**src/rtl/ex_muldiv_pkg.sv**
```systemverilog
// ex_muldiv_pkg: shared types and constants for the RV32M multiply/divide unit
package ex_muldiv_pkg;

   localparam logic [6:0] FUNCT7_M = 7'b0000001;

   typedef enum logic [2:0] {
      OP_MUL    = 3'b000,
      OP_MULH   = 3'b001,
      OP_MULHSU = 3'b010,
      OP_MULHU  = 3'b011,
      OP_DIV    = 3'b100,
      OP_DIVU   = 3'b101,
      OP_REM    = 3'b110,
      OP_REMU   = 3'b111
   } muldiv_op_t;

   typedef enum logic [1:0] {IDLE, CALC, DONE} muldiv_state_t;

   function automatic logic a_signed(input logic [2:0] f3);
      return f3 inside {OP_MUL, OP_MULH, OP_MULHSU, OP_DIV, OP_REM};
   endfunction

   function automatic logic b_signed(input logic [2:0] f3);
      return f3 inside {OP_MUL, OP_MULH, OP_DIV, OP_REM};
   endfunction

endpackage

```
**src/rtl/muldiv_iter.sv**
```systemverilog
// muldiv_iter: one shift-add multiply step and one restoring divide step
module muldiv_iter (
   input  logic [63:0] prod,
   input  logic [31:0] rem,
   input  logic [31:0] quo,
   input  logic [31:0] opd,
   output logic [63:0] prod_nxt,
   output logic [31:0] rem_nxt,
   output logic [31:0] quo_nxt
);

   logic [32:0] sum, shifted, trial;

   // multiplier sits in prod low half and shifts out LSB first; dividend shifts out of quo MSB first
   always_comb begin
      sum      = {1'b0, prod[63:32]} + (prod[0] ? {1'b0, opd} : 33'd0);
      prod_nxt = {sum, prod[31:1]};
      shifted  = {rem, quo[31]};
      trial    = shifted - {1'b0, opd};
      rem_nxt  = trial[32] ? shifted[31:0] : trial[31:0];
      quo_nxt  = {quo[30:0], ~trial[32]};
   end

endmodule

```
**src/rtl/ex_muldiv.sv**
```systemverilog
// ex_muldiv: iterative RV32M multiply/divide unit for the EX stage
module ex_muldiv
   import ex_muldiv_pkg::*;
#(
   parameter int XLEN = 32
) (
   input  logic            clk,
   input  logic            rst,
   input  logic            in_valid,
   input  logic [2:0]      funct3,
   input  logic [XLEN-1:0] rs1_data,
   input  logic [XLEN-1:0] rs2_data,
   input  logic            flush,
   output logic            in_ready,
   output logic            busy,
   output logic            out_valid,
   output logic [XLEN-1:0] result
);

   muldiv_state_t state;
   muldiv_op_t    op;
   logic [4:0]    cnt;
   logic          sa, sb;
   logic [63:0]   prod, prod_nxt, prod_fix;
   logic [31:0]   rem, rem_nxt, quo, quo_nxt, opd;
   logic [31:0]   a_mag, b_mag, spec_val, quo_fix, rem_fix, calc_res;
   logic          acc_sa, acc_sb, spec;

   muldiv_iter u_iter (
      .prod     (prod),
      .rem      (rem),
      .quo      (quo),
      .opd      (opd),
      .prod_nxt (prod_nxt),
      .rem_nxt  (rem_nxt),
      .quo_nxt  (quo_nxt)
   );

   assign in_ready  = state == IDLE;
   assign busy      = state != IDLE;
   assign out_valid = (state == DONE) & ~flush;

   // accept-time operand decode and final sign fix-up of the last iteration's values
   always_comb begin
      acc_sa   = rs1_data[31] & a_signed(funct3);
      acc_sb   = rs2_data[31] & b_signed(funct3);
      a_mag    = acc_sa ? -rs1_data : rs1_data;
      b_mag    = acc_sb ? -rs2_data : rs2_data;
      spec     = funct3[2] & ((rs2_data == '0) |
                 (~funct3[0] & (rs1_data == 32'h8000_0000) & (rs2_data == 32'hFFFF_FFFF)));
      spec_val = (rs2_data == '0) ? (funct3[1] ? rs1_data : 32'hFFFF_FFFF)
                                  : (funct3[1] ? 32'h0 : 32'h8000_0000);
      prod_fix = (sa ^ sb) ? -prod_nxt : prod_nxt;
      quo_fix  = (sa ^ sb) ? -quo_nxt : quo_nxt;
      rem_fix  = sa ? -rem_nxt : rem_nxt;
      calc_res = (op == OP_MUL) ? prod_fix[31:0] : ~op[2] ? prod_fix[63:32] : ~op[1] ? quo_fix : rem_fix;
   end

   // control FSM, iteration datapath registers and result register
   always_ff @(posedge clk or posedge rst) begin
      if (rst) begin
         state  <= IDLE;
         op     <= OP_MUL;
         cnt    <= '0;
         sa     <= 1'b0;
         sb     <= 1'b0;
         prod   <= '0;
         rem    <= '0;
         quo    <= '0;
         opd    <= '0;
         result <= '0;
      end else if (flush) begin
         state <= IDLE;
      end else begin
         case (state)
            IDLE: if (in_valid) begin
               op    <= muldiv_op_t'(funct3);
               sa    <= acc_sa;
               sb    <= acc_sb;
               cnt   <= '0;
               prod  <= {32'h0, b_mag};
               rem   <= '0;
               quo   <= a_mag;
               opd   <= funct3[2] ? b_mag : a_mag;
               state <= spec ? DONE : CALC;
               if (spec) result <= spec_val;
            end
            CALC: begin
               prod <= prod_nxt;
               rem  <= rem_nxt;
               quo  <= quo_nxt;
               cnt  <= cnt + 5'd1;
               if (cnt == 5'd31) begin
                  result <= calc_res;
                  state  <= DONE;
               end
            end
            default: state <= IDLE;
         endcase
      end
   end

endmodule
```
**config.mk**
```make
export PLATFORM = sky130hd
export DESIGN_NAME = ex_muldiv
export DESIGN_NICKNAME = d
export VERILOG_FILES = /design/src/rtl/ex_muldiv_pkg.sv /design/src/rtl/muldiv_iter.sv /design/src/rtl/ex_muldiv.sv
export SDC_FILE = /design/constraint.sdc
export NUM_CORES = 1
export LEC_CHECK = 0
export CAP_MARGIN = 30
export CELL_PAD_IN_SITES_DETAIL_PLACEMENT = 1
export CELL_PAD_IN_SITES_GLOBAL_PLACEMENT = 1
export CORE_MARGIN = 5
export CORE_UTILIZATION = 46
export CTS_BUF_LIST = sky130_fd_sc_hd__clkbuf_16
export CTS_CLUSTER_SIZE = 12
export DETAILED_ROUTE_END_ITERATION = 10
export PLACE_DENSITY = 0.93
export RECOVER_POWER = 25
export SLEW_MARGIN = 25
export SYNTH_ARGS = -nofsm -noshare
export SYNTH_HDL_FRONTEND = slang
export SYNTH_SLANG_ARGS = --single-unit
```
**constraint.sdc**
```tcl
create_clock -name clk -period 8.85 [get_ports clk]
set_clock_uncertainty 0.1 [all_clocks]
set_input_delay 2.2125 -clock clk [delete_from_list [all_inputs] [get_ports clk]]
set_output_delay 2.2125 -clock clk [all_outputs]
set_load 0.01 [all_outputs]
```
==> results by stage, run 1 <==
Synth:
- The share of the yosys chip area belonging to registers is 0.2804.
- The library cell occupying the most area in the post-synthesis netlist is sky130_fd_sc_hd__dfrtp_1.
- The mean instance size in the synthesized netlist is 7.770 sq um.
- The synthesized netlist occupies a cell area of 0.01821 sq mm.
- The number of flip-flops and latches in the synthesized netlist is 204.
- Among all flip-flop cells after synthesis, the most frequent one is sky130_fd_sc_hd__dfrtp_1.
- Yosys mapped a number of flops with a built-in enable equal to 0.
- The async set or reset register ratio after synthesis is 1.000.
- Synthesis produced 2343 cells.
- The synthesis warning total is 0.
- In the post-synthesis netlist, the biggest area contributors are sky130_fd_sc_hd__dfrtp_1 (28%), sky130_fd_sc_hd__o21ai_0 (7.2%), sky130_fd_sc_hd__nand2_1 (5.4%), sky130_fd_sc_hd__xor2_1 (5.2%), sky130_fd_sc_hd__xnor2_1 (5.0%).
- Of the post-synthesis cell area, the dominant cell type holds 0.2804.
- The number of nets handed over by synthesis was 2488.
- The distinct cell type count after synthesis is 93.

Cells and area:
- The area used by multi-input combinational logic is 0.01235 sq mm.
- The most common library cell in the layout ignoring fill and taps is sky130_fd_sc_hd__nand2_1.
- After the last flow step, the layout net total stands at 2505.
- In the layout the commonest cells are sky130_fd_sc_hd__nand2_1 (261), sky130_fd_sc_hd__o21ai_0 (260), sky130_fd_sc_hd__dfrtp_1 (204).
- Summing all flip-flop and latch instances after layout gives 0.005105 sq mm.
- The filler cell count in the final layout is 4776.
- The proportion of layout cells with a drive suffix above 1 is 0.04211.
- Relative to the synthesized area, the layout overhead comes to 11.54%.
- The number of non-filler instances in the completed layout is 2893.
- The repair_antennas step left the layout with diodes totalling 0.

Setup path:
- The critical path is of the input pin to flop type.
- The reg2reg setup slack is 2.18 ns.
- The worst setup path is captured at a flop.
- At the worst endpoint, the required time is 9.17 ns.
- Data arrives at the worst endpoint at 7.01 ns.
- Among all stages on the critical path, the largest delay is contributed by sky130_fd_sc_hd__nor4_1.
- For this run, the slowest stage of the critical path takes 0.73 ns.
- In this run the worst path has a maximum fanout of 45.
- The endpoint of the most critical register-to-register path is result[30]$_DFFE_PP0P_.
- The kind of cell with the highest combined delay along the critical path is simple AND/OR/NAND/NOR gates.
- The critical path contains buffers and inverters numbering 4 combined.
- Traced cell by cell, the critical path runs through clkdlybuf4s50_1 -> inv_1 -> ha_1 -> nor3b_1 -> nand4b_1 -> nor4_1 -> nand2_1 -> nor2_1 -> o21ai_1 -> o21ai_0 -> nand2_1 -> buf_4 -> clkinv_1 -> o21ai_0 -> a211oi_1 -> a211oi_1.
- The worst setup path is launched from an input pin.
- The startpoint of the lowest-slack register-to-register path is opd[25]$_DFFE_PP0P_.
- The number of cells on the worst reg-to-reg path is 20.

Route:
- The wire length per cell after detailed routing is 27.93 microns.
- The length of the first detailed-routing pass in iterations is 11.
- The DRC violations left is 1.
- The routed layout has 20010 vias.
- The detailed router finished its first iteration with 2443 violations.
- After detailed routing, the number of vias per cell comes to 6.916.
- The routed design has 80800 microns of wire.
- The detail route stage leaves a number of antenna-violating nets equal to 0.

Timing:
- The tightest slew margin relative to the limit is -1.546.
- The count of final max-slew check failures is 197.
- Setup repair after global routing left no endpoint under its margin.
- The slew at the pin with the worst max-slew slack is 3.797 ns.
- The time the final worst path needs with I/O delays and setup is 6.695 ns.
- The maximum achievable frequency is 149.4 MHz.
- The number of hold-slack violations in the final timing report came to 0.
- After routing, the total negative slack on setup checks comes to 0 ns.
- In the finished design, the share of the clock period the worst path needs comes to 0.7565.
- Setup violations remaining at the end of the flow were counted as 0.

Die:
- The vertical die dimension is 208.9 microns.
- After floorplanning, the core was divided into 72 placement rows.
- The area of the core is 0.03892 sq mm.
- The starting density of the core is 0.4678.
- The total die area is 0.04366 sq mm.
- From left edge to right edge, the die measures 208.9 microns.
- Pin placement for this block handled 106 I/O pins.

Clock tree:
- In this run the deepest clock path goes through 3 buffers.
- At the later pin of the worst-skew pair, clock insertion delay measures 0.54 ns.
- The root cell of the clock tree is sky130_fd_sc_hd__clkbuf_16.
- The number of buffers created by CTS is 24.
- The post-cts gate resize count is 0.
- CTS built an H-tree with a depth of 1.
- The clock-pin slew reported for the worst setup and hold paths after clock tree synthesis is 0.06 ns.
- TritonCTS built the clock tree.
- Buffers added to address setup during post-CTS repair amount to 0.
- The number of hold buffers added after CTS was 0.
- The clock drives 204 sinks.

Placement:
- At the end of routability-driven placement, the weighted congestion stood at 1.012.
- The count of buffers inserted at the top-level ports is 105.
- The detailed placer's ending HPWL is 61990 microns.
- Once placement completed, the tool counted placed cells totaling 2851.

Worst hold path:
- The path class of the lowest-slack min-delay path is flop to flop.
- The number of cells on the worst hold path is 2.
- The worst min-delay path endpoint is result[9]$_DFFE_PP0P_.
- The hold path startpoint is result[9]$_DFFE_PP0P_.

Power:
- In this run the static leakage power is 8.491 nW.
- The power per unit of standard cell area is 326.6 mW/mm^2.
- IR analysis of the VDD net gives a maximum drop of 0.1969 mV.

Global routing:
- The first global-routing pass estimated 122100 microns of wire.
- For this run, the total global-route usage over all layers was measured as 0.3519.
- Summed over all layers, the global routing overflow is 0.
- The via count of the first global-routing pass came to 19790.
- The largest net degree at the start of global routing is 109.
- The number of antenna violations at the first check in global routing is 0.

Status:
- The final reports fail on DRC, capacitance limit, slew limit.
- The run finished, with violations left.

Run:
- Across the run, the number of max-cap violations was 3.
where the power goes:
| part | switching, mW | total, mW | internal [mW] |
|---|---|---|---|
| Clock | 0.431 | 0.966 | 0.535 |
| Combinational | 2.84 | 4.28 | 1.44 |
| Sequential | 0.268 | 1.38 | 1.11 |
| Total | 3.54 | 6.63 | 3.09 |
worst max path at each step:
stage	start	to	slack, ns	depth (start not counted)
floorplan	rst	cnt[0]$_DFFE_PP0P_	0.97	1
global placement	rs2_data[6]	result[31]$_DFFE_PP0P_	2.03	14
detailed placement	rs2_data[6]	result[31]$_DFFE_PP0P_	1.75	14
CTS	rs2_data[6]	result[31]$_DFFE_PP0P_	2.28	14
global route	rst	rem[28]$_DFFE_PP0P_	1.59	3
finish	rs1_data[0]	result[31]$_DFFE_PP0P_	2.16	16
cell usage after synthesis, drive strengths merged (9+ instances only):
master and number:
nor3 74, o21a 12, o41ai 15, a21o 24
a31oi 44, xor2 109, a22o 27, or3 28
nand3 27, or4 14, a21oi 179, buf 18
inv 70, a211oi 37, o21ai 281, or2 10
o211a 10, nor4 25, xnor2 103, o211ai 19
ha 72, nor2 181, clkbuf 117, nand2b 24
mux2i 48, nand4 20, a221o 9, and3 15
o31ai 36, a221oi 15, dfrtp 204, nand2 261
and2 48, a22oi 51
flip-flops by register name, indices dropped and copies added, names as in the netlist:
name	flops
prod	64
opd	32
quo	32
rem	32
result	32
cnt	5
op	3
state	2
sa	1
sb	1
worst register-to-register path, cell delays in order, from the launching register on:
cell	delay, ns
sky130_fd_sc_hd__dfrtp_1	0.39
sky130_fd_sc_hd__inv_1	0.15
sky130_fd_sc_hd__ha_1	0.33
sky130_fd_sc_hd__a21oi_1	0.34
sky130_fd_sc_hd__o21ai_0	0.22
sky130_fd_sc_hd__a221oi_1	0.42
sky130_fd_sc_hd__o21ai_0	0.35
sky130_fd_sc_hd__nor3_4	0.60
sky130_fd_sc_hd__nor2_4	0.06
sky130_fd_sc_hd__inv_2	0.51
sky130_fd_sc_hd__ha_1	0.31
sky130_fd_sc_hd__nand2b_1	0.13
sky130_fd_sc_hd__or3_1	0.41
sky130_fd_sc_hd__nor3_1	0.57
sky130_fd_sc_hd__nand2_1	0.25
sky130_fd_sc_hd__o41ai_1	0.43
sky130_fd_sc_hd__xor2_1	0.18
sky130_fd_sc_hd__o22ai_1	0.10
sky130_fd_sc_hd__a221o_1	0.35
sky130_fd_sc_hd__a311oi_1	0.21
sky130_fd_sc_hd__o21ai_1	0.11
stage by stage:
| step | total power, mW | worst slack [ns] | hold slack, ns | util | cell area [sq um] |
|---|---|---|---|---|---|
| final | 6.633 | 2.155 | 0.3923 | 0.5218 | 20310 |
| after global routing | 6.904 | 1.588 | 0.4112 | 0.5218 | 20310 |
| after CTS | 6.446 | 2.279 | 0.3947 | 0.5216 | 20300 |
| after detailed placement | 5.438 | 1.746 | 0.3813 | 0.5031 | 19580 |
| after global placement | 5.264 | 2.025 | 0.3703 | 0.5030 | 19580 |
| after floorplan | 4.153 | 0.9701 | 0.3563 | - | 18210 |
layout make-up:
class / count / share of cell area
multi-input cells: 1932 / 0.6083
well taps: 518 / 0.03192
flip-flops and latches: 204 / 0.2514
clock buffers: 25 / 0.03081
repair buffers: 126 / 0.05952
clock inverters: 16 / 0.004744
inverters: 72 / 0.01337
per-layer routing:
layer | share of wire | global-route usage | wire length (microns)
met1 | 0.39 | 0.4590 | 31220
met2 | 0.45 | 0.5650 | 36510
met3 | 0.093 | 0.05369 | 7543
met4 | 0.068 | 0.1865 | 5527
met5 | 0 | 0 | 0
kinds of logic (layout without fill, tap and decap cells):
group | count (synthesis) | count (layout) | synth area share
fa+ha+maj | 74 | 74 | 0.05168
simple gates | 762 | 762 | 0.2016
xor+xnor | 212 | 212 | 0.1020
mux | 50 | 50 | 0.02763
buf+inv | 207 | 239 | 0.04426
compound gates | 834 | 834 | 0.2925
flops | 204 | 204 | 0.2804
No activity file was read; power rests on OpenSTA's default activity.
==> run 2, diff against run 1 <==
CORE_UTILIZATION = 42   (was 46)
PLACE_DENSITY = 0.9   (was 0.93)
clock period = 6.05 ns   (was 8.85 ns; I/O delays follow)
==> run 2 against run 1 <==
The run ends with capacitance limit, slew limit left. Die area up 9.1%. Routed wire length up 2.6%. Setup slack worse by 1.8 ns. Critical endpoint is now result[30]$_DFFE_PP0P_. Highest routed layer is now met5.
==> results by stage, run 2 (synthesis results as in run 1) <==
Status:
- The run finished, with violations left.
- The checks that failed: capacitance limit, slew limit.

Cells and area:
- The post-route standard cell area excluding fillers came to 0.02070 sq mm (+1.9%).
- The filler cell count in the final layout is 5291 (+11%).
- The flip-flop count of the largest register, all copies and words added is 64 (unchanged).
- From synthesis to final layout, the design area changed by 13.71%.
- The net total in the final layout is 2538 (+1.3%).
- Leaving out fill and tap cells, the most frequent cell in the layout is sky130_fd_sc_hd__nand2_1.
- In the layout the commonest cells are sky130_fd_sc_hd__nand2_1 (261), sky130_fd_sc_hd__o21ai_0 (260), sky130_fd_sc_hd__dfrtp_1 (204).
- The number of non-filler instances in the completed layout is 2992 (+3.4%).
- The register containing the most flip-flops in the final layout is prod.
- The proportion of layout cells with a drive suffix above 1 came to 0.05322 (+0.01112).

Setup path:
- The critical path class is flop to flop.
- The number of cells on the worst reg-to-reg path came to 22 (+10%).
- The signal arrival time at the worst endpoint is 6.08 ns (-0.93 ns).
- STA classifies the critical path endpoint as a flop.
- In this run the worst setup path terminates at result[30]$_DFFE_PP0P_.
- The most critical setup path has its startpoint at quo[31]$_DFFE_PP0P_.
- The highest net fanout along the worst path is 11 (-76%).
- The reg2reg setup slack is 0.31 ns (-1.87 ns).
- STA classifies the critical path startpoint as a flop.
- The required time at the worst-slack endpoint is 6.38 ns (-2.79 ns).
- The startpoint of the lowest-slack register-to-register path is quo[31]$_DFFE_PP0P_.
- The endpoint of the most critical register-to-register path is result[30]$_DFFE_PP0P_.

Die:
- The vertical die dimension was 218.2 microns (+4.4%).
- The top-level port count is 106 (unchanged).
- The total die area is 0.04761 sq mm (+9.1%).
- The count of standard-cell rows is 76 (+5.6%).
- The die boundary width is 218.2 microns (+4.4%).
- The area of the core is 0.04298 sq mm (+10%).
- The starting density of the core came to 0.4236 (-0.04423).

Global routing:
- The largest net degree at the start of global routing was 120 (+10%).
- The global-route wire length before repair is 124500 microns (+2.0%).
- The via count of the first global-routing pass came to 19890 (+0.47%).
- The number of antenna violations at the first check in global routing was 6 (+6).
- The all-layer global routing usage is 0.3381 (-0.01376).
- The remaining global-route overflow is 0 (unchanged).

Route:
- The violation count after the first detailed-route iteration came to 2135 (-13%).
- The length of the first detailed-routing pass in iterations is 6 (-5).
- The wire length per cell after detailed routing was 27.70 microns (-0.81%).
- The total wire length came to 82880 microns (+2.6%).
- The DRC violations left came to 0 (-1).
- The average vias per placed instance was 6.630 (-4.1%).
- The count of vias placed by the detailed router is 19840 (-0.85%).
- The post-route antenna net violation count is 0 (unchanged).

Power:
- The maximum vdd drop is 0.5081 mV (+160%).
- The power per unit of standard cell area is 476.5 mW/mm^2 (+46%).
- The total chip power was 9.865 mW (+49%).
- The leakage dissipation came to 8.667 nW (+2.1%).

Placement:
- The placer's final routability congestion estimate is 1.029 (+1.7%).
- The detailed placer's ending HPWL is 64770 microns (+4.5%).
- The count of buffers inserted at the top-level ports is 105 (unchanged).
- The placed cell count is 2947 (+3.4%).
- The cell area after placement was 0.01990 sq mm (+1.6%).

Worst hold path:
- The hold path startpoint is result[11]$_DFFE_PP0P_.
- The path class of the lowest-slack min-delay path is flop to flop.

Timing:
- The count of final max-slew check failures was 206 (+4.6%).
- The maximum achievable frequency is 174.1 MHz.
- The slew at the pin with the worst max-slew slack was 3.214 ns (-0.5833 ns).
- The final critical-path share of the clock period is 0.9494.
- The number of hold-slack violations in the final timing report is 0 (unchanged).
- Setup repair after global routing left no endpoint under its margin.
- The number of setup violations in the final report is 0 (unchanged).
- The sum of negative setup slack is 0 ns (unchanged).
- The tightest slew margin relative to the limit is -1.143 (+0.4028).
- The time the final worst path needs with I/O delays and setup is 5.744 ns.

Clock tree:
- The number of buffers inserted by post-CTS setup repair is 0 (unchanged).
- The number of buffers created by CTS was 26 (+8.3%).
- The TritonCTS sink count is 204 (unchanged).
- The clock tree from TritonCTS is built.
- In this run the clock root is driven by a sky130_fd_sc_hd__clkbuf_16.
- The number of H-tree levels is 1 (unchanged).
- The maximum root-to-sink buffer count was 3 (unchanged).
- The clock-pin slew reported for the worst setup and hold paths after clock tree synthesis is 0.06 ns (about the same).
- The clock latency reported for the late side of the worst-skew pair is 0.56 ns (+0.02 ns).

Run:
- The max capacitance violation total is 2 (-1).
[run 2: worst min-delay path by stage]
stage                             end  slack, ns  cells past startpoint
3_5_place_dp   result[11]$_DFFE_PP0P_       0.38                      1
5_1_grt        result[11]$_DFFE_PP0P_       0.42                      1
3_3_place_gp     prod[62]$_DFFE_PP0P_       0.37                      2
2_1_floorplan    prod[37]$_DFFE_PP0P_       0.36                      2
4_1_cts        result[11]$_DFFE_PP0P_       0.39                      1
6_report       result[11]$_DFFE_PP0P_       0.39                      1
[run 2: metrics by stage]
step	util	worst slack [ns]	hold slack, ns
5_1_grt	0.4815	0.04685	0.4214
4_1_cts	0.4805	0.4064	0.3890
3_3_place_gp	0.4629	0.6022	0.3702
3_5_place_dp	0.4630	0.4362	0.3761
6_report	0.4817	0.3059	0.3868
2_1_floorplan	-	0.7547	0.3563
[run 2: worst max-delay path: stages (launching register included)]
cell                       delay [ns]
sky130_fd_sc_hd__dfrtp_1         0.41
sky130_fd_sc_hd__inv_1           0.07
sky130_fd_sc_hd__ha_1            0.23
sky130_fd_sc_hd__fa_1            0.42
sky130_fd_sc_hd__nor2b_1         0.22
sky130_fd_sc_hd__o211ai_1        0.24
sky130_fd_sc_hd__a211o_1         0.39
sky130_fd_sc_hd__a211oi_4        0.37
sky130_fd_sc_hd__o21a_4          0.25
sky130_fd_sc_hd__nor2_4          0.06
sky130_fd_sc_hd__inv_2           0.18
sky130_fd_sc_hd__ha_1            0.22
sky130_fd_sc_hd__nand2b_1        0.12
sky130_fd_sc_hd__or3_1           0.39
sky130_fd_sc_hd__nor3_1          0.20
sky130_fd_sc_hd__buf_4           0.15
sky130_fd_sc_hd__nand2_1         0.09
sky130_fd_sc_hd__o41ai_1         0.45
sky130_fd_sc_hd__xor2_1          0.24
sky130_fd_sc_hd__o22ai_1         0.12
sky130_fd_sc_hd__a221o_1         0.35
sky130_fd_sc_hd__a311oi_1        0.22
sky130_fd_sc_hd__o21ai_1         0.11
[run 2: per-layer routing]
| layer | global-route usage | share of wire | vias up |
|---|---|---|---|
| met5 | 0 | 0.00040 | - |
| met4 | 0.2129 | 0.077 | 4 |
| met3 | 0.05139 | 0.086 | 246 |
| met2 | 0.5248 | 0.44 | 990 |
| met1 | 0.4418 | 0.40 | 9906 |
| li1 | - | - | 8690 |
[run 2: layout make-up]
| cell class | instances | area [sq um] | share of cell area |
|---|---|---|---|
| Antenna cell | 2 | 5.005 | 0.0002417 |
| Multi-Input combinational cell | 1932 | 12370 | 0.5977 |
| Tap cell | 585 | 732.0 | 0.03536 |
| Clock inverter | 13 | 76.32 | 0.003687 |
| Timing Repair Buffer | 157 | 1464 | 0.07071 |
| Sequential cell | 204 | 5105 | 0.2466 |
| Clock buffer | 27 | 675.6 | 0.03264 |
| Inverter | 72 | 271.5 | 0.01311 |
[run 2: what timing repair did]
item                       CTS  global route
resized for setup            0             3
hold endpoints to repair     0             0
setup endpoints to repair    0             1
hold buffers                 0             0
[run 2: power by group]
part	switching (mW)	internal (mW)
clock	0.629	0.830
combinational	4.17	2.21
sequential	0.388	1.63
==> run 3, diff against run 2 <==
SKIP_CTS_REPAIR_TIMING = 1   (was default)
SKIP_LAST_GASP = 1   (was default)
==> results of run 3 <==
No change in the layout: final DEF, timing and power equal those of run 2.
==> patch 1: new RTL, config.mk and constraints of run 2 <==
Make the reset (`rst`) synchronous in one clocked block.
--- a/src/rtl/ex_muldiv.sv
+++ b/src/rtl/ex_muldiv.sv
@@ -58,5 +58,5 @@
 
    // control FSM, iteration datapath registers and result register
-   always_ff @(posedge clk or posedge rst) begin
+   always_ff @(posedge clk) begin
       if (rst) begin
          state  <= IDLE;
Check against the original RTL: differs if rst is asserted again (counterexample within 4 cycles, from zero or initial values and one cycle with rst high); with rst held inactive, the same outputs for 4 cycles.
==> patch 1 against run 2 <==
  * The run still ends with capacitance limit, slew limit left
  * Setup slack gained 0.025 ns
  * Critical path depth rose by 1
  * First-iteration DRC count up 3.1%
  * Routed wire length is 3.1% higher
  * Cell area grew 1.6%
  * Fmax increased by 0.44%
  * Sequential cell count stayed put
  * Sequential share of layout area shrank 5.2 points
  * Die area rose by 2.2%
  * Critical endpoint is now result[30]
  * Synthesized area grew 2.4%
Power is not compared: it rests on default switching activity, and its combinational part moved more than twofold at a synthesized area within 25%.
==> patch 1: results (changes against run 2) <==
{| class="wikitable"
! Metric !! Value
|-
| Final cell count without fillers || 3,296 (+10%)
|-
| Count of different cell masters after synthesis || 92 (-1.1%)
|-
| Most instantiated flip-flop cell in the synthesis netlist || dfxtp_1
|-
| Yosys Warn Count || 0 (unchanged)
|-
| Average wire per standard cell || 25.9 um (-6.4%)
|-
| Placed Cells || 3,248 (+10%)
|-
| Antenna diode instance count || 0 (-2)
|-
| Met1 layer wirelength in the final routing || 35,400 um (+7.2%)
|-
| Routed length on met2 || 38,000 um (+4.4%)
|-
| Last weighted congestion value of the routability-driven placer || 0.986 (-4.2%)
|-
| Detailed placer's ending HPWL || 66,600 um (+2.9%)
|-
| Number of pins exceeding their max-slew limit in the final report || 126 (-39%)
|-
| Fraction of final layout cells sized beyond drive strength 1 || 5.84% (+0.52 points)
|-
| Skew-Pair Late Insertion Delay || 0.57 ns
|-
| Max_cap viols || 2 (unchanged)
|-
| Measured slew at the worst slew-check pin || 2.82 ns (-0.399 ns)
|-
| Worst min-delay path startpoint || opd[7]
|-
| First-pass GRT wire length || 128,000 um (+3.1%)
|-
| IO Port Bufs || 105 (unchanged)
|-
| Mean post-synth cell area || 6.95 sq um (-11%)
|-
| Total number of vias || 21.5k (+8.3%)
|-
| Number of nets in the synthesized netlist || 2,828 (+14%)
|-
| H-tree levels || 1 (unchanged)
|-
| Worst Setup SP || quo[31]
|-
| WP data arrival || 6.09 ns (about the same)
|-
| Violations in the final reports || capacitance limit, slew limit
|-
| DRT iter0 DRCs || 2,201 (+3.1%)
|-
| Top metal layer carrying routed signals || met5
|-
| Drt first pass iters || 5 (-1)
|-
| Result of the run || finished with violations
|-
| Clk Tree Root Cell || clkbuf_16
|-
| Synth async-reset ratio || 0% (-100 points)
|-
| Number of flip-flops in the largest register || 64 (unchanged)
|-
| Num CTS Buffers || 27 (+3.8%)
|-
| WL met3 || 7280 um (+2.2%)
|-
| Cell types with the largest area share after synthesis || dfxtp_1, nor2_1, a21oi_1
|-
| IR Drop Worst-Case VDD || 0.196 mV
|-
| Synth top cells by count || nor2_1, a21oi_1, nand2_1
|-
| Leakage power || 8.12 nW
|-
| Largest fanout of any net on the critical path || 6 (-5)
|-
| Worst path slowest cell || or4_1
|-
| Delay of the slowest cell on the worst path || 0.57 ns (+0.12 ns)
|-
| Initial antenna violation count || 3 (-3)
|-
| Number of inserted filler cells in the final layout || 5,635 (+6.5%)
|-
| Largest Register || prod
|-
| Min-delay worst type || reg2reg
|-
| Clock-pin slew on the worst setup and hold paths || 0.06 ns (about the same)
|-
| Maximum number of pins on one net before global-route repair || 122 (+1.7%)
|-
| Sequential area share after synthesis || 21.9% (-6.1 points)
|-
| GRT Overall Usage || 33.8% (about the same)
|}
[patch 1: changes by cell type in the layout (fill, tap and decap cells not counted), sizes merged, moves of 27 or more]
cell / run 2 / this run
a21oi: 179 / 259
dlygate4sd3: 1 / 34
clkdlybuf4s50: 103 / 69
o21ai: 281 / 156
dfrtp: 204 / 0
dfxtp: 0 / 204
nor2: 181 / 450
a22o: 27 / 0
a211oi: 37 / 102
[patch 1: power breakdown]
part | internal, W | total (W) | switching, W
clock network | 0.000855 | 0.00154 | 0.000685
registers | 0.00140 | 0.00147 | 0.0000738
logic | 0.000531 | 0.00165 | 0.00112
[patch 1: worst max-delay path, delay by kind of cell (launching register included)]
kind	cells	cell delay (ns)
compound gates	8	1.61
xor+xnor	1	0.18
fa+ha+maj	3	0.92
buf+inv	3	0.31
flops	1	0.40
simple gates	8	2.10
[patch 1: worst paths after layout]
path	endpoint	slack (ns)	cells after the start
worst max-delay path	result[30]	0.33	23
worst max register to register	result[30]	0.33	23
worst min-delay path	opd[7]	0.37	2
worst min register to register	opd[7]	0.37	2
[patch 1: cells by family after synthesis]
kind of cell,share of synthesized area [%]
fa+ha+maj,5.05
simple gates,26.6
flops,21.9
xor+xnor,10.0
buf+inv,5.24
compound gates,29.2
mux,1.97
[patch 1: final cells by class]
class / instances / share of cell area (%)
clock buffer: 27 / 3.21
timing repair buffer: 152 / 6.86
tap: 592 / 3.52
multi-input combinational: 2228 / 65.0
inverter: 73 / 1.30
clock inverter: 20 / 0.667
sequential: 204 / 19.4
[patch 1: per-stage QoR]
stage	power, W	setup slack, ns	util, %	area [sq um]
finish	0.00466	0.331	47.8	21000
global route	0.00481	0.0519	47.8	21000
CTS	0.00459	0.125	47.7	21000
detailed placement	0.00307	0.157	45.9	20200
global placement	0.00302	0.299	45.7	20100
floorplan	0.00249	0.0814	-	18600
[patch 1: repair_timing]
item	in CTS	in global routing
resized for setup	0	6
setup buffers	0	0
hold buffers	0	0
setup endpoints to repair	0	4
[patch 1: routing by layer]
| metal | track usage [%] | up-vias |
|---|---|---|
| li1 | - | 9701 |
| met1 | 44.5 | 10546 |
| met2 | 54.2 | 1027 |
| met3 | 5.47 | 202 |
| met4 | 15.9 | 6 |
| met5 | 0 | - |
==> patch 2: new RTL, flow settings as in run 2 <==
Without the edit above. Re-encode `muldiv_state_t` (3 states) as one-hot, 3 bits wide.
--- a/src/rtl/ex_muldiv_pkg.sv
+++ b/src/rtl/ex_muldiv_pkg.sv
@@ -15,5 +15,5 @@
    } muldiv_op_t;
 
-   typedef enum logic [1:0] {IDLE, CALC, DONE} muldiv_state_t;
+   typedef enum logic [2:0] {IDLE = 3'b001, CALC = 3'b010, DONE = 3'b100} muldiv_state_t;
 
    function automatic logic a_signed(input logic [2:0] f3);
Function: no difference found for any inputs over 4 cycles, from zero or initial values and one cycle with rst high; so few cycles prove little.
==> patch 2 against run 2 <==
  * The run still ends with capacitance limit, slew limit left
  * Synthesized area is 0.66% lower
  * Cell area is 1.3% lower
  * Final cell count is 2.1% lower
  * Setup slack worse by 0.036 ns
  * First-iteration DRC count is 17% higher
  * Global-route usage is 0.23 points higher
  * Routed wire length is 1.5% higher
  * Sequential cell count is 1 higher
  * Core utilization is 0.41 points lower
  * Count of clock-buffer cells in the layout stayed put
  * Critical path type unchanged
  * Highest routed layer unchanged
Power is not compared: it rests on default switching activity, and its combinational part moved more than twofold at a synthesized area within 25%.
==> patch 2: results (changes against run 2) <==
{| class="wikitable"
! Metric !! Value
|-
| Result of the run || finished with violations
|-
| Violations in the final reports || capacitance limit, slew limit
|-
| Last weighted congestion value of the routability-driven placer || 1.03 (+0.27%)
|-
| DRT iter0 DRCs || 2,500 (+17%)
|-
| Routed Wire Length || 84,100 um (+1.5%)
|-
| Max_cap viols || 3 (+1)
|-
| Internal reg-to-reg setup slack || 0.27 ns (-0.04 ns)
|-
| Maximum number of pins on one net before global-route repair || 112 (-6.7%)
|-
| Hold Path Sink || result[1]
|-
| Relative slew slack || -106% (+8.2 points)
|-
| Setup slack at placement || 0.101 ns (-0.335 ns)
|-
| Largest fanout of any net on the critical path || 9 (-2)
|-
| Final period demand of the worst path || 5.78 ns (+0.0358 ns)
|-
| Via count of the first global-routing pass || 20.0k (+0.58%)
|-
| Delay of the slowest cell on the worst path || 0.49 ns (+0.04 ns)
|-
| Routed vias/inst || 6.81 (+2.7%)
|-
| Worst min-delay path startpoint || result[1]
|-
| Synth top cells by count || nand2_1, o21ai_0, dfrtp_1
|-
| Worst path slowest cell || o41ai_4
|-
| Skew-Pair Late Insertion Delay || 0.58 ns (+0.02 ns)
|-
| R2r worst-path depth || 21 (-4.5%)
|-
| GRT Overall Usage || 34.0% (+0.23 points)
|-
| Detailed placer's ending HPWL || 64,200 um (-0.92%)
|-
| Fraction of final layout cells sized beyond drive strength 1 || 5.54% (+0.22 points)
|-
| Layout Nets || 2,507 (-1.2%)
|-
| Initial antenna violation count || 1 (-5)
|-
| Number of pins exceeding their max-slew limit in the final report || 195 (-5.3%)
|-
| Count of different cell masters after synthesis || 91 (-2.2%)
|-
| Cell types with the largest area share after synthesis || dfrtp_1, o21ai_0, nand2_1
|}
patch 2: stage by stage:
stage | std cells | instance area (sq um)
3_5_place_dp | 2875 | 19600
5_1_grt | 2928 | 20400
6_report | 2929 | 20400
3_3_place_gp | 2875 | 19600
2_1_floorplan | 2314 | 18100
4_1_cts | 2924 | 20400
patch 2: timing repair:
action	in CTS	in global routing
endpoints found under the hold margin	0	0
setup endpoints to repair	0	5
resized for setup	0	2
setup buffers	0	3
patch 2: worst register-to-register path, stage by stage (launching register included):
cell and delay, ns:
dfrtp_1 0.42, inv_1 0.09, ha_1 0.25, fa_1 0.43, nand2b_1 0.22, a211oi_2 0.35
o21ai_0 0.24, a21oi_1 0.32, o21a_2 0.30, nor2_4 0.07, inv_2 0.11, nor2_1 0.05
a21oi_1 0.16, ha_1 0.24, inv_1 0.09, or3_1 0.44, o41ai_4 0.49, nand4b_2 0.24
o41ai_2 0.47, xor2_1 0.13, a221oi_1 0.30, o211ai_1 0.14
patch 2: kinds of logic after synthesis:
group,share of synthesized area (%)
fa+ha+maj,5.20
simple gates,20.9
buf+inv,4.79
flops,28.4
mux,1.96
xor+xnor,10.7
compound gates,28.1
patch 2: cell type report:
type	count	area, sq um
clock inverter	22	150
inverter	69	260
fill	5270	22400
sequential	205	5130
antenna	1	2.50
clock buffer	27	676
timing repair buffer	148	1380
multi-input combinational	1911	12100
tap	546	683
patch 2: worst max-delay path by stage:
| stage | start | end | depth (start not counted) |
|---|---|---|---|
| after floorplan | quo[31] | result[30] | 25 |
| after global placement | quo[31] | result[30] | 21 |
| after detailed placement | quo[31] | result[30] | 21 |
| after CTS | quo[31] | result[30] | 21 |
| after global routing | quo[31] | result[30] | 21 |
| final | quo[31] | result[30] | 21 |
patch 2: report_power, final:
part	internal (W)	switching, W
combinational	0.00101	0.00198
sequential	0.00159	0.000317
clock	0.000889	0.000692
patch 2: per-layer routing:
layer / wire length, um / up-vias / share of wire (%) / GRT usage (%)
met5: 14 / - / 0.017 / 0
met4: 5180 / 2 / 6.2 / 16.7
met3: 8800 / 266 / 10 / 7.40
met2: 37400 / 1155 / 44 / 53.4
met1: 32700 / 9956 / 39 / 44.6
li1: - / 8565 / - / -
